===== src/rtl/rv_muldiv_pkg.sv =====
// Shared encodings for the RV32M multiply/divide unit: FUNCT3 opcodes, FSM states
// and the operand signedness class used for sign handling and result reuse.
package rv_muldiv_pkg;

  localparam logic [2:0] F3_MUL    = 3'b000;
  localparam logic [2:0] F3_MULH   = 3'b001;
  localparam logic [2:0] F3_MULHSU = 3'b010;
  localparam logic [2:0] F3_MULHU  = 3'b011;
  localparam logic [2:0] F3_DIV    = 3'b100;
  localparam logic [2:0] F3_DIVU   = 3'b101;
  localparam logic [2:0] F3_REM    = 3'b110;
  localparam logic [2:0] F3_REMU   = 3'b111;

  typedef enum logic [1:0] {
    IDLE = 2'd0,
    CALC = 2'd1,
    FIN  = 2'd2
  } state_e;

  typedef enum logic [2:0] {
    CLS_MUL_SS = 3'd0,
    CLS_MUL_SU = 3'd1,
    CLS_MUL_UU = 3'd2,
    CLS_DIV_S  = 3'd3,
    CLS_DIV_U  = 3'd4
  } op_class_e;

  // MUL and MULH share a class: both come from the same signed full product.
  function automatic op_class_e op_class(input logic [2:0] funct3);
    case (funct3)
      F3_MUL, F3_MULH: op_class = CLS_MUL_SS;
      F3_MULHSU:       op_class = CLS_MUL_SU;
      F3_MULHU:        op_class = CLS_MUL_UU;
      F3_DIV, F3_REM:  op_class = CLS_DIV_S;
      default:         op_class = CLS_DIV_U;
    endcase
  endfunction

  function automatic logic a_signed(input op_class_e cls);
    a_signed = (cls == CLS_MUL_SS) || (cls == CLS_MUL_SU) || (cls == CLS_DIV_S);
  endfunction

  function automatic logic b_signed(input op_class_e cls);
    b_signed = (cls == CLS_MUL_SS) || (cls == CLS_DIV_S);
  endfunction

endpackage


===== src/rtl/rv_muldiv_step.sv =====
// Combinational UNROLL-deep chain of shift-add multiply or restoring-divide steps
// over a shared 2*XLEN+1 accumulator ({hi/remainder, lo/quotient}).
module muldiv_step #(
  parameter int XLEN   = 32,
  parameter int UNROLL = 1
) (
  input  logic              is_div,
  input  logic [XLEN-1:0]   operand,
  input  logic [2*XLEN:0]   acc_in,
  output logic [2*XLEN:0]   acc_out
);

  logic [2*XLEN:0] chain [0:UNROLL];

  assign chain[0] = acc_in;
  assign acc_out  = chain[UNROLL];

  genvar gi;
  generate
    for (gi = 0; gi < UNROLL; gi++) begin : g_step
      logic [XLEN:0]   mul_sum;
      logic [2*XLEN:0] div_shift;
      logic [XLEN:0]   div_trial;

      // Multiply: add multiplicand into the high half when the low bit is set, then shift right.
      assign mul_sum   = chain[gi][2*XLEN:XLEN] + (chain[gi][0] ? {1'b0, operand} : '0);
      // Divide: shift left, keep the trial subtraction only if it did not go negative.
      assign div_shift = {chain[gi][2*XLEN-1:0], 1'b0};
      assign div_trial = div_shift[2*XLEN:XLEN] - {1'b0, operand};

      assign chain[gi+1] = is_div
        ? (div_trial[XLEN] ? div_shift : {div_trial, div_shift[XLEN-1:1], 1'b1})
        : {1'b0, mul_sum, chain[gi][XLEN-1:1]};
    end
  endgenerate

endmodule


===== src/rtl/rv_muldiv_unit.sv =====
// Iterative RV32M multiply/divide unit: IDLE/CALC/FIN FSM, magnitude datapath and sign fixup.
// Define MULDIV_OPCACHE_EN to reuse the previous full product / quotient+remainder.
module rv_muldiv_unit
  import rv_muldiv_pkg::*;
#(
  parameter int XLEN   = 32,
  parameter int UNROLL = 1,
  parameter int RD_W   = 5
) (
  input  logic            CLK,
  input  logic            RESET,
  input  logic            START,
  input  logic [2:0]      FUNCT3,
  input  logic [XLEN-1:0] OPERAND_A,
  input  logic [XLEN-1:0] OPERAND_B,
  input  logic [RD_W-1:0] RD_IN,
  input  logic            FLUSH,
  output logic            BUSY,
  output logic            DONE,
  output logic [XLEN-1:0] RESULT,
  output logic [RD_W-1:0] RD_OUT
);

  localparam int NSTEP = XLEN / UNROLL;
  localparam int CW    = $clog2(NSTEP + 1);
  localparam int AW    = 2 * XLEN + 1;
  localparam logic [XLEN-1:0] MIN_INT = {1'b1, {(XLEN-1){1'b0}}};

  state_e            state_q, state_d;
  logic [CW-1:0]     count_q, count_d;
  logic [AW-1:0]     acc_q, acc_d, step_acc;
  logic [XLEN-1:0]   opnd_q, opnd_d;
  logic [2:0]        funct3_q, funct3_d;
  logic [RD_W-1:0]   rd_q, rd_d;
  logic              sign_a_q, sign_a_d, sign_b_q, sign_b_d;
  logic [XLEN-1:0]   result_q, result_d, fin_result;

  op_class_e         in_cls;
  logic              in_div, in_sa, in_sb, special, cache_hit;
  logic [XLEN-1:0]   abs_a, abs_b;
  logic [AW-1:0]     special_acc, cache_acc;
  logic [2*XLEN-1:0] prod_fix;
  logic [XLEN-1:0]   quo_fix, rem_fix;

  always_comb begin
    in_cls      = op_class(FUNCT3);
    in_div      = FUNCT3[2];
    in_sa       = a_signed(in_cls) && OPERAND_A[XLEN-1];
    in_sb       = b_signed(in_cls) && OPERAND_B[XLEN-1];
    abs_a       = in_sa ? -OPERAND_A : OPERAND_A;
    abs_b       = in_sb ? -OPERAND_B : OPERAND_B;
    special     = 1'b0;
    special_acc = '0;
    // Special cases preload the accumulator so the normal unsigned fixup yields the answer.
    if (in_div && (OPERAND_B == '0)) begin
      special     = 1'b1;
      special_acc = {1'b0, OPERAND_A, {XLEN{1'b1}}};
    end else if ((in_cls == CLS_DIV_S) && (OPERAND_A == MIN_INT) && (OPERAND_B == '1)) begin
      special     = 1'b1;
      special_acc = {{(XLEN+1){1'b0}}, MIN_INT};
    end else if (!in_div && ((OPERAND_A == '0) || (OPERAND_B == '0))) begin
      special     = 1'b1;
    end
  end

`ifdef MULDIV_OPCACHE_EN
  logic              cache_valid_q, cache_valid_d;
  logic [XLEN-1:0]   cache_a_q, cache_a_d, cache_b_q, cache_b_d;
  logic [XLEN-1:0]   op_a_q, op_a_d, op_b_q, op_b_d;
  op_class_e         cache_cls_q, cache_cls_d, op_cls_q, op_cls_d;
  logic [2*XLEN-1:0] cache_res_q, cache_res_d;

  assign cache_hit = cache_valid_q && (OPERAND_A == cache_a_q) &&
                     (OPERAND_B == cache_b_q) && (in_cls == cache_cls_q);
  assign cache_acc = {1'b0, cache_res_q};

  always_comb begin
    cache_valid_d = cache_valid_q;
    cache_a_d     = cache_a_q;
    cache_b_d     = cache_b_q;
    cache_cls_d   = cache_cls_q;
    cache_res_d   = cache_res_q;
    op_a_d        = op_a_q;
    op_b_d        = op_b_q;
    op_cls_d      = op_cls_q;
    if ((state_q == IDLE) && START && !FLUSH) begin
      op_a_d   = OPERAND_A;
      op_b_d   = OPERAND_B;
      op_cls_d = in_cls;
    end else if ((state_q != IDLE) && FLUSH) begin
      cache_valid_d = 1'b0;
    end else if (state_q == FIN) begin
      cache_valid_d = 1'b1;
      cache_a_d     = op_a_q;
      cache_b_d     = op_b_q;
      cache_cls_d   = op_cls_q;
      cache_res_d   = acc_q[2*XLEN-1:0];
    end
  end

  always_ff @(posedge CLK) begin
    if (RESET) begin
      cache_valid_q <= 1'b0;
      cache_a_q     <= '0;
      cache_b_q     <= '0;
      cache_cls_q   <= CLS_MUL_SS;
      cache_res_q   <= '0;
      op_a_q        <= '0;
      op_b_q        <= '0;
      op_cls_q      <= CLS_MUL_SS;
    end else begin
      cache_valid_q <= cache_valid_d;
      cache_a_q     <= cache_a_d;
      cache_b_q     <= cache_b_d;
      cache_cls_q   <= cache_cls_d;
      cache_res_q   <= cache_res_d;
      op_a_q        <= op_a_d;
      op_b_q        <= op_b_d;
      op_cls_q      <= op_cls_d;
    end
  end
`else
  assign cache_hit = 1'b0;
  assign cache_acc = '0;
`endif

  muldiv_step #(.XLEN(XLEN), .UNROLL(UNROLL)) u_step (
    .is_div  (funct3_q[2]),
    .operand (opnd_q),
    .acc_in  (acc_q),
    .acc_out (step_acc)
  );

  always_comb begin
    prod_fix = (sign_a_q ^ sign_b_q) ? -acc_q[2*XLEN-1:0] : acc_q[2*XLEN-1:0];
    quo_fix  = (sign_a_q ^ sign_b_q) ? -acc_q[XLEN-1:0] : acc_q[XLEN-1:0];
    rem_fix  = sign_a_q ? -acc_q[2*XLEN-1:XLEN] : acc_q[2*XLEN-1:XLEN];
    case (funct3_q)
      F3_MUL:                       fin_result = prod_fix[XLEN-1:0];
      F3_MULH, F3_MULHSU, F3_MULHU: fin_result = prod_fix[2*XLEN-1:XLEN];
      F3_DIV, F3_DIVU:              fin_result = quo_fix;
      default:                      fin_result = rem_fix;
    endcase
  end

  always_comb begin
    state_d  = state_q;
    count_d  = count_q;
    acc_d    = acc_q;
    opnd_d   = opnd_q;
    funct3_d = funct3_q;
    rd_d     = rd_q;
    sign_a_d = sign_a_q;
    sign_b_d = sign_b_q;
    result_d = result_q;
    case (state_q)
      IDLE: begin
        if (START && !FLUSH) begin
          funct3_d = FUNCT3;
          rd_d     = RD_IN;
          count_d  = CW'(NSTEP);
          sign_a_d = in_sa;
          sign_b_d = in_sb;
          if (special) begin
            acc_d    = special_acc;
            sign_a_d = 1'b0;
            sign_b_d = 1'b0;
            state_d  = FIN;
          end else if (cache_hit) begin
            acc_d   = cache_acc;
            state_d = FIN;
          end else begin
            // Multiplier sits in the low half; dividend shifts out of it into the remainder.
            acc_d   = {{(XLEN+1){1'b0}}, in_div ? abs_a : abs_b};
            opnd_d  = in_div ? abs_b : abs_a;
            state_d = CALC;
          end
        end
      end
      CALC: begin
        if (FLUSH) begin
          state_d = IDLE;
        end else begin
          acc_d   = step_acc;
          count_d = count_q - CW'(1);
          if (count_q == CW'(1)) state_d = FIN;
        end
      end
      FIN: begin
        state_d = IDLE;
        if (!FLUSH) result_d = fin_result;
      end
      default: state_d = IDLE;
    endcase
  end

  always_ff @(posedge CLK) begin
    if (RESET) begin
      state_q  <= IDLE;
      count_q  <= '0;
      acc_q    <= '0;
      opnd_q   <= '0;
      funct3_q <= '0;
      rd_q     <= '0;
      sign_a_q <= 1'b0;
      sign_b_q <= 1'b0;
      result_q <= '0;
    end else begin
      state_q  <= state_d;
      count_q  <= count_d;
      acc_q    <= acc_d;
      opnd_q   <= opnd_d;
      funct3_q <= funct3_d;
      rd_q     <= rd_d;
      sign_a_q <= sign_a_d;
      sign_b_q <= sign_b_d;
      result_q <= result_d;
    end
  end

  // The FIN value is presented directly so DONE and RESULT line up in the same cycle.
  assign BUSY   = (state_q != IDLE);
  assign DONE   = (state_q == FIN) && !FLUSH;
  assign RESULT = DONE ? fin_result : result_q;
  assign RD_OUT = rd_q;

endmodule

===== config.mk =====
export PLATFORM = sky130hd
export DESIGN_NAME = rv_muldiv_unit
export DESIGN_NICKNAME = d
export VERILOG_FILES = /design/src/rtl/rv_muldiv_pkg.sv /design/src/rtl/rv_muldiv_step.sv /design/src/rtl/rv_muldiv_unit.sv
export SDC_FILE = /design/constraint.sdc
export NUM_CORES = 1
export LEC_CHECK = 0
export ABC_AREA = 1
export BUFFER_PORTS_ARGS = -buffer_cell sky130_fd_sc_hd__buf_4
export CORE_MARGIN = 3
export CORE_UTILIZATION = 50
export CTS_CLUSTER_SIZE = 28
export DETAILED_ROUTE_END_ITERATION = 7
export PLACE_DENSITY = 0.74
export SLEW_MARGIN = 20
export SYNTH_ARGS = -nofsm -noshare
export SYNTH_HDL_FRONTEND = slang
export SYNTH_SLANG_ARGS = --single-unit

===== constraint.sdc =====
create_clock -name CLK -period 3.48 [get_ports CLK]
set_input_delay 0.348 -clock CLK [delete_from_list [all_inputs] [get_ports CLK]]
set_output_delay 0.348 -clock CLK [all_outputs]
set_load 0.02 [all_outputs]

# Word-level counts from Yosys, hierarchy flattened
# Index checks and enable logic that the tools add are counted.
dict set report totals {
  reg_bits 147
  in_bits 76
  out_inout_bits 39
}
dict set report op_classes {
  n_addsub 8
  eq_ne 20
  n_mux 32
  bitwise 3
  reduce_logical 31
}
# cell n
set ops {}
lappend ops {{65-bit 2-to-1 mux} 5}
lappend ops {{32-bit 2-to-1 mux} 9}
lappend ops {{65-bit one-hot mux with 2 select lines} 1}
lappend ops {{64-bit 2-to-1 mux} 2}
lappend ops {{32-bit negator} 4}
lappend ops {{32-bit one-hot mux with 3 select lines} 1}
lappend ops {{32-bit == test (second input constant)} 2}
lappend ops {{32-bit zero test} 2}
lappend ops {{64-bit negator} 1}
lappend ops {{33-bit adder} 1}
lappend ops {{33-bit by 32-bit subtractor with 33-bit output} 1}
lappend ops {{3-bit by 2-bit == test with 1-bit output (second input constant)} 5}
lappend ops {{3-bit == test (second input constant)} 4}
lappend ops {{6-bit 2-to-1 mux} 2}
lappend ops {{3-bit one-hot mux with 4 select lines} 1}
lappend ops {{6-bit one-hot mux with 2 select lines} 1}
lappend ops {{3-bit by 1-bit == test with 1-bit output (second input constant)} 3}
lappend ops {{3-bit zero test} 3}
lappend ops {{1-bit logical AND} 8}
lappend ops {{2-bit 2-to-1 mux} 4}
lappend ops {{6-bit by 1-bit == test with 1-bit output (second input constant)} 1}
lappend ops {{2-bit AND reduction} 3}
lappend ops {{3-bit AND reduction} 2}
lappend ops {{2-bit OR reduction} 3}
lappend ops {{14 further kinds} 25}

# Longest topological paths before layout
dict set report logic_depth {
  ltp_word 12
  depth_mapped 22
}

# By module
# Synthesis repeated with hierarchy kept, for this count alone.
dict set report unflattened {
  hier_cells 3667
  hier_area_um2 19132.1
}
# mod instances cells_per_inst area_per_inst_um2 seq_area_each_um2
set modules_own_cells {}
lappend modules_own_cells {rv_muldiv_unit 1 2366 13045.0 2942.8}
lappend modules_own_cells {muldiv_step 1 1301 6087.1 0.0}

# Worst setup path before layout
# No wires, ideal clock.
dict set report synth_path {
  path_type {reg2reg}
  startpoint {register acc_q[31]}
  endpoint {register acc_q[40]}
  setup_time_ns 0.070
  t_arrival_ns 2.966
  t_required_ns 3.410
  setup_slack_ns 0.444
  path_stages_with_launch 21
  n_path_buf 1
  synth_period_minus_slack_ns 3.036
  cell_sequence {dfxtp_1 > inv_1 > ha_1 > fa_1 > inv_1 > nand2_1 > nand3_1 > nand2_1 > nand2_1 > nand2_1 > nand2_1 > a21oi_1 > o21bai_1 > ha_1 > clkbuf_1 > nor2_1 > inv_1 > o22ai_1 > nand3b_1 > nand2_1 > a21oi_1}
}
dict set report synth_via {
  elab_chain_cells 5
}
# element line_no
set synth_rtl {}
lappend synth_rtl {{from (decl)} rv_muldiv_unit.sv:31} ;# logic [AW-1:0] acc_q, acc_d, step_acc;
lappend synth_rtl {{from (signal assigned)} rv_muldiv_unit.sv:201} ;# acc_q <= '0;
lappend synth_rtl {{from (signal assigned)} rv_muldiv_unit.sv:211} ;# acc_q <= acc_d;
lappend synth_rtl {{33-bit by 32-bit subtractor with 33-bit output} rv_muldiv_step.sv:29} ;# assign div_trial = div_shift[2*XLEN:XLEN] - {1'b0, operand};
lappend synth_rtl {{65-bit 2-to-1 mux (2 in a row)} rv_muldiv_step.sv:32} ;# ? (div_trial[XLEN] ? div_shift : {div_trial, div_shift[XLEN-1:1], 1'b1})
lappend synth_rtl {{65-bit 2-to-1 mux} rv_muldiv_unit.sv:181} ;# if (FLUSH) begin
lappend synth_rtl {{65-bit one-hot mux with 2 select lines} rv_muldiv_unit.sv:156} ;# case (state_q)
# No other way between the ends. The select of a mux whose other input is x is not followed.
# A chain may end at the register's enable or synchronous reset.

# Final worst setup path
dict set report layout_path {
  startpoint {register opnd_q[11]}
  endpoint {register acc_q[47]}
}
dict set report layout_via {
  elab_chain_cells 5
  word_cells_on_any_way 7
  classes_between {2 x add/sub; 5 x mux}
}
# element line_no
set layout_rtl {}
lappend layout_rtl {{from (decl)} rv_muldiv_unit.sv:32} ;# logic [XLEN-1:0] opnd_q, opnd_d;
lappend layout_rtl {{from (signal assigned)} rv_muldiv_unit.sv:212} ;# opnd_q <= opnd_d;
lappend layout_rtl {{32-bit 2-to-1 mux / 33-bit by 32-bit subtractor with 33-bit output (equally long branches)} {rv_muldiv_step.sv:26, rv_muldiv_step.sv:29}}
lappend layout_rtl {{33-bit adder / 65-bit 2-to-1 mux (equally long branches)} {rv_muldiv_step.sv:26, rv_muldiv_step.sv:32}}
lappend layout_rtl {{65-bit 2-to-1 mux (*)} rv_muldiv_step.sv:32}
lappend layout_rtl {{65-bit 2-to-1 mux (*)} rv_muldiv_unit.sv:181}
lappend layout_rtl {{65-bit one-hot mux with 2 select lines (*)} rv_muldiv_unit.sv:156}
# Every way passes the cells marked *; elsewhere a longest branch is shown, timed or not. The select of a mux whose other input is x is not followed.

==> results.ini <==
[worst_hold_path]
holdPathEnd = RD_OUT[0]
hold_start = RD_IN[0]
min_path_type = in -> reg
holdPathStages = 3

[floorplan]
core_area_um2 = 36600
pin_count = 115
die_h_um = 199
die_area_um2 = 39600
rows = 70
start_util_pct = 50.8
fp.dieW_um = 199

[cells_and_area]
drive_above_1_share_pct = 8.98
mostFrequentLayoutCell = nand2_1
antennaDiodeCount = 0
area_growth_pct = 11.5
multi_input_area_um2 = 13200
fillers = 3940
seqCellArea_um2 = 2940
design_area_um2 = 20700
final_cell_mix = 1,113 x nand2_1, 483 x inv_1, 357 x nor2_1, 297 x nand3_1, 289 x a21oi_1
nNetsFinal = 3747

[setup_path]
worstSetupEndpointType = register
required_ns = 3.82
critPathArrivalTime_ns = 3.64
slowest_stage = dfxtp_1
path_buf_inv = 3
reg2reg_depth = 19
cp_cell_sequence = inv_1 > ha_1 > nand2_1 > nand2_1 > nand2_1 > nand2_1 > a21oi_1 > nand2_2 > nand2_1 > nand2_1 > a21oi_1 > o21bai_1 > ha_1 > clkinv_1 > buf_12 > o21ai_1 > o21ai_0 > a21oi_1 > nor2_1
reg2reg_from = opnd_q[11]
path_common_cell = nand2_1
criticalPathCategory = reg -> reg
cp_top_family = compound AO/OA/AOI/OAI gates
reg2reg_to = acc_q[47]
max_stage_delay_ns = 0.40
r2r_slack_ns = 0.18
worst_setup_path_start_kind = register
critPathMaxFanout = 25

[grt]
grt_pass1_wl_um = 118000
antenna_found_initial = 2
first_global_vias = 20700
grt_max_degree = 80
track_usage_pct = 38.6
gr-total-overflow = 0

[clock_tree]
cts_buffer_depth = 2
cts_tree = built
cts.clk_slew.worst_paths_ns = 0.07
numCtsBuffers = 17
cts-root-buf = clkbuf_16
holdBufCountCts = 0
cts_resized = 0
postCtsSetupRepairBufs = 0
cts.sinks = 147
clk_latency_ns = 0.45
htreeDepth = 4

[timing]
slew_headroom_pct = 30.1
period_needed_ns = 3.30
rsz0062_at_grt = true
fin_hold_ws_ns = 0.152
fmax_ghz = 0.303
worstMarginPinSlew_ns = 1.05
clock_skew_ns = 0.0151
finalCritPeriodShare_pct = 94.8
hold_viol = 0
setup_violations = 0
layout_setup_ws_ns = 0.180
drv_slew = 0

[place]
port_buffers = 114
place_congestion = 1.11
post-place-ws_ns = 0.133
hpwl_um = 62400
placed_area_um2 = 20100

[logic_synthesis]
ys_warn_count = 0
synthCells = 3509
syn_nets = 3659
syn_area_per_cell_um2 = 5.30
ys_seq_area_share_pct = 15.8
synth_ff_type = dfxtp_1
post_synth_num_cell_types = 59
yosys_register_bits = 147
synth_edf_count = 0
synth_area_um2 = 18600
synth_area_leaders = nand2_1 23%, dfxtp_1 16%, inv_1 9.8%, nand3_1 8.0%, a21oi_1 7.8%
async_flop_share_pct = 0
yosys.area.top_type = nand2_1
yosysTopAreaCellShare_pct = 22.5

[status]
status = finished, final reports clean

[detailed_routing]
dr.first_iter.drc_count = 3528
ant_nets = 0
first_pass_iters = 7
via_per_inst = 5.73
vias = 23400
finalWirelength_um = 77900
wl_per_cell_um = 19.1
drc = 0

[pwr]
peakVddDrop_uv = 395
swShare_pct = 48.5
internal_power_mw = 4.04
power.density_nw_per_um2 = 378
p_comb_share_pct = 50.6
p_seq_share_pct = 24.7
p_switching_mw = 3.80
power.leakage_nw = 10.9
p_clk_share_pct = 24.6

[flow_run]
maxCapViolations = 0

cells in the mapped netlist (38+ instances only):
master and n:
dfxtp_1 147, o21ai_0 269, xor2_1 63, nand2_1 1117, inv_1 487, ha_1 72
nor2_1 359, a21oi_1 290, nand4_1 48, clkbuf_1 85, nand3_1 297, nor3_1 38
routing by layer:
layer / wire, um / track usage, % / vias to the layer above
li1: - / - / 11400
met1: 31300 / 51.5 / 10300
met2: 32600 / 59.1 / 1426
met3: 9270 / 8.49 / 248
met4: 4650 / 18.8 / 2
met5: 13 / 0 / -
kinds of logic after synthesis:
logic type | share of synthesized area, %
compound gates | 18.3
xor+xnor | 3.34
fa+ha+maj | 5.06
buf+inv | 13.3
flops | 15.8
simple gates | 44.2
cell type report:
| type | count | area share, % |
|---|---|---|
| clock buffers | 17 | 2.05 |
| clock inverters | 15 | 0.766 |
| inverters | 503 | 9.12 |
| multi-input cells | 2731 | 63.8 |
| flip-flops and latches | 147 | 14.2 |
| well taps | 468 | 2.82 |
| repair buffers | 197 | 7.25 |
metrics by stage:
stage	instances	setup TNS [ns]	util (%)	power, mW
floorplan	3509	0	-	4.47
global placement	4046	0	55.0	5.77
detailed placement	4046	0	55.0	5.77
CTS	4078	0	56.6	7.67
global route	4078	-0.0450	56.6	8.27
finish	4078	0	56.6	7.84
worst max path at each step:
| stage | start | end | slack (ns) | depth (start not counted) |
|---|---|---|---|---|
| after floorplan | acc_q[31] | acc_q[40] | 0.44 | 20 |
| after global placement | opnd_q[24] | acc_q[47] | 0.19 | 19 |
| after detailed placement | opnd_q[5] | acc_q[47] | 0.13 | 19 |
| after CTS | opnd_q[4] | acc_q[47] | 0.10 | 19 |
| after global routing | opnd_q[7] | acc_q[39] | -0.03 | 19 |
| final | opnd_q[11] | acc_q[47] | 0.18 | 19 |
power by group through the flow:
stage	Clock [mW]	Sequential, mW	Combinational [mW]
final	1.93	1.94	3.97
after global routing	1.98	1.95	4.33
after CTS	1.92	1.93	3.82
after detailed placement	0	1.97	3.80
after global placement	0	1.97	3.80
after floorplan	0	1.96	2.52
tightest hold or removal path, stage by stage:
cell	delay (ns)
buf_4	0.07
o21ai_0	0.07
nor2_1	0.08
sequential cells by signal, summed over array words and instances, names as in the netlist:
signal and flops:
acc_q 65, opnd_q 32, result_q 32, count_q 6, RD_OUT 5, funct3_q 3, state_q 2, sign_a_q 1
sign_b_q 1
No activity file was read; power rests on OpenSTA's default activity.
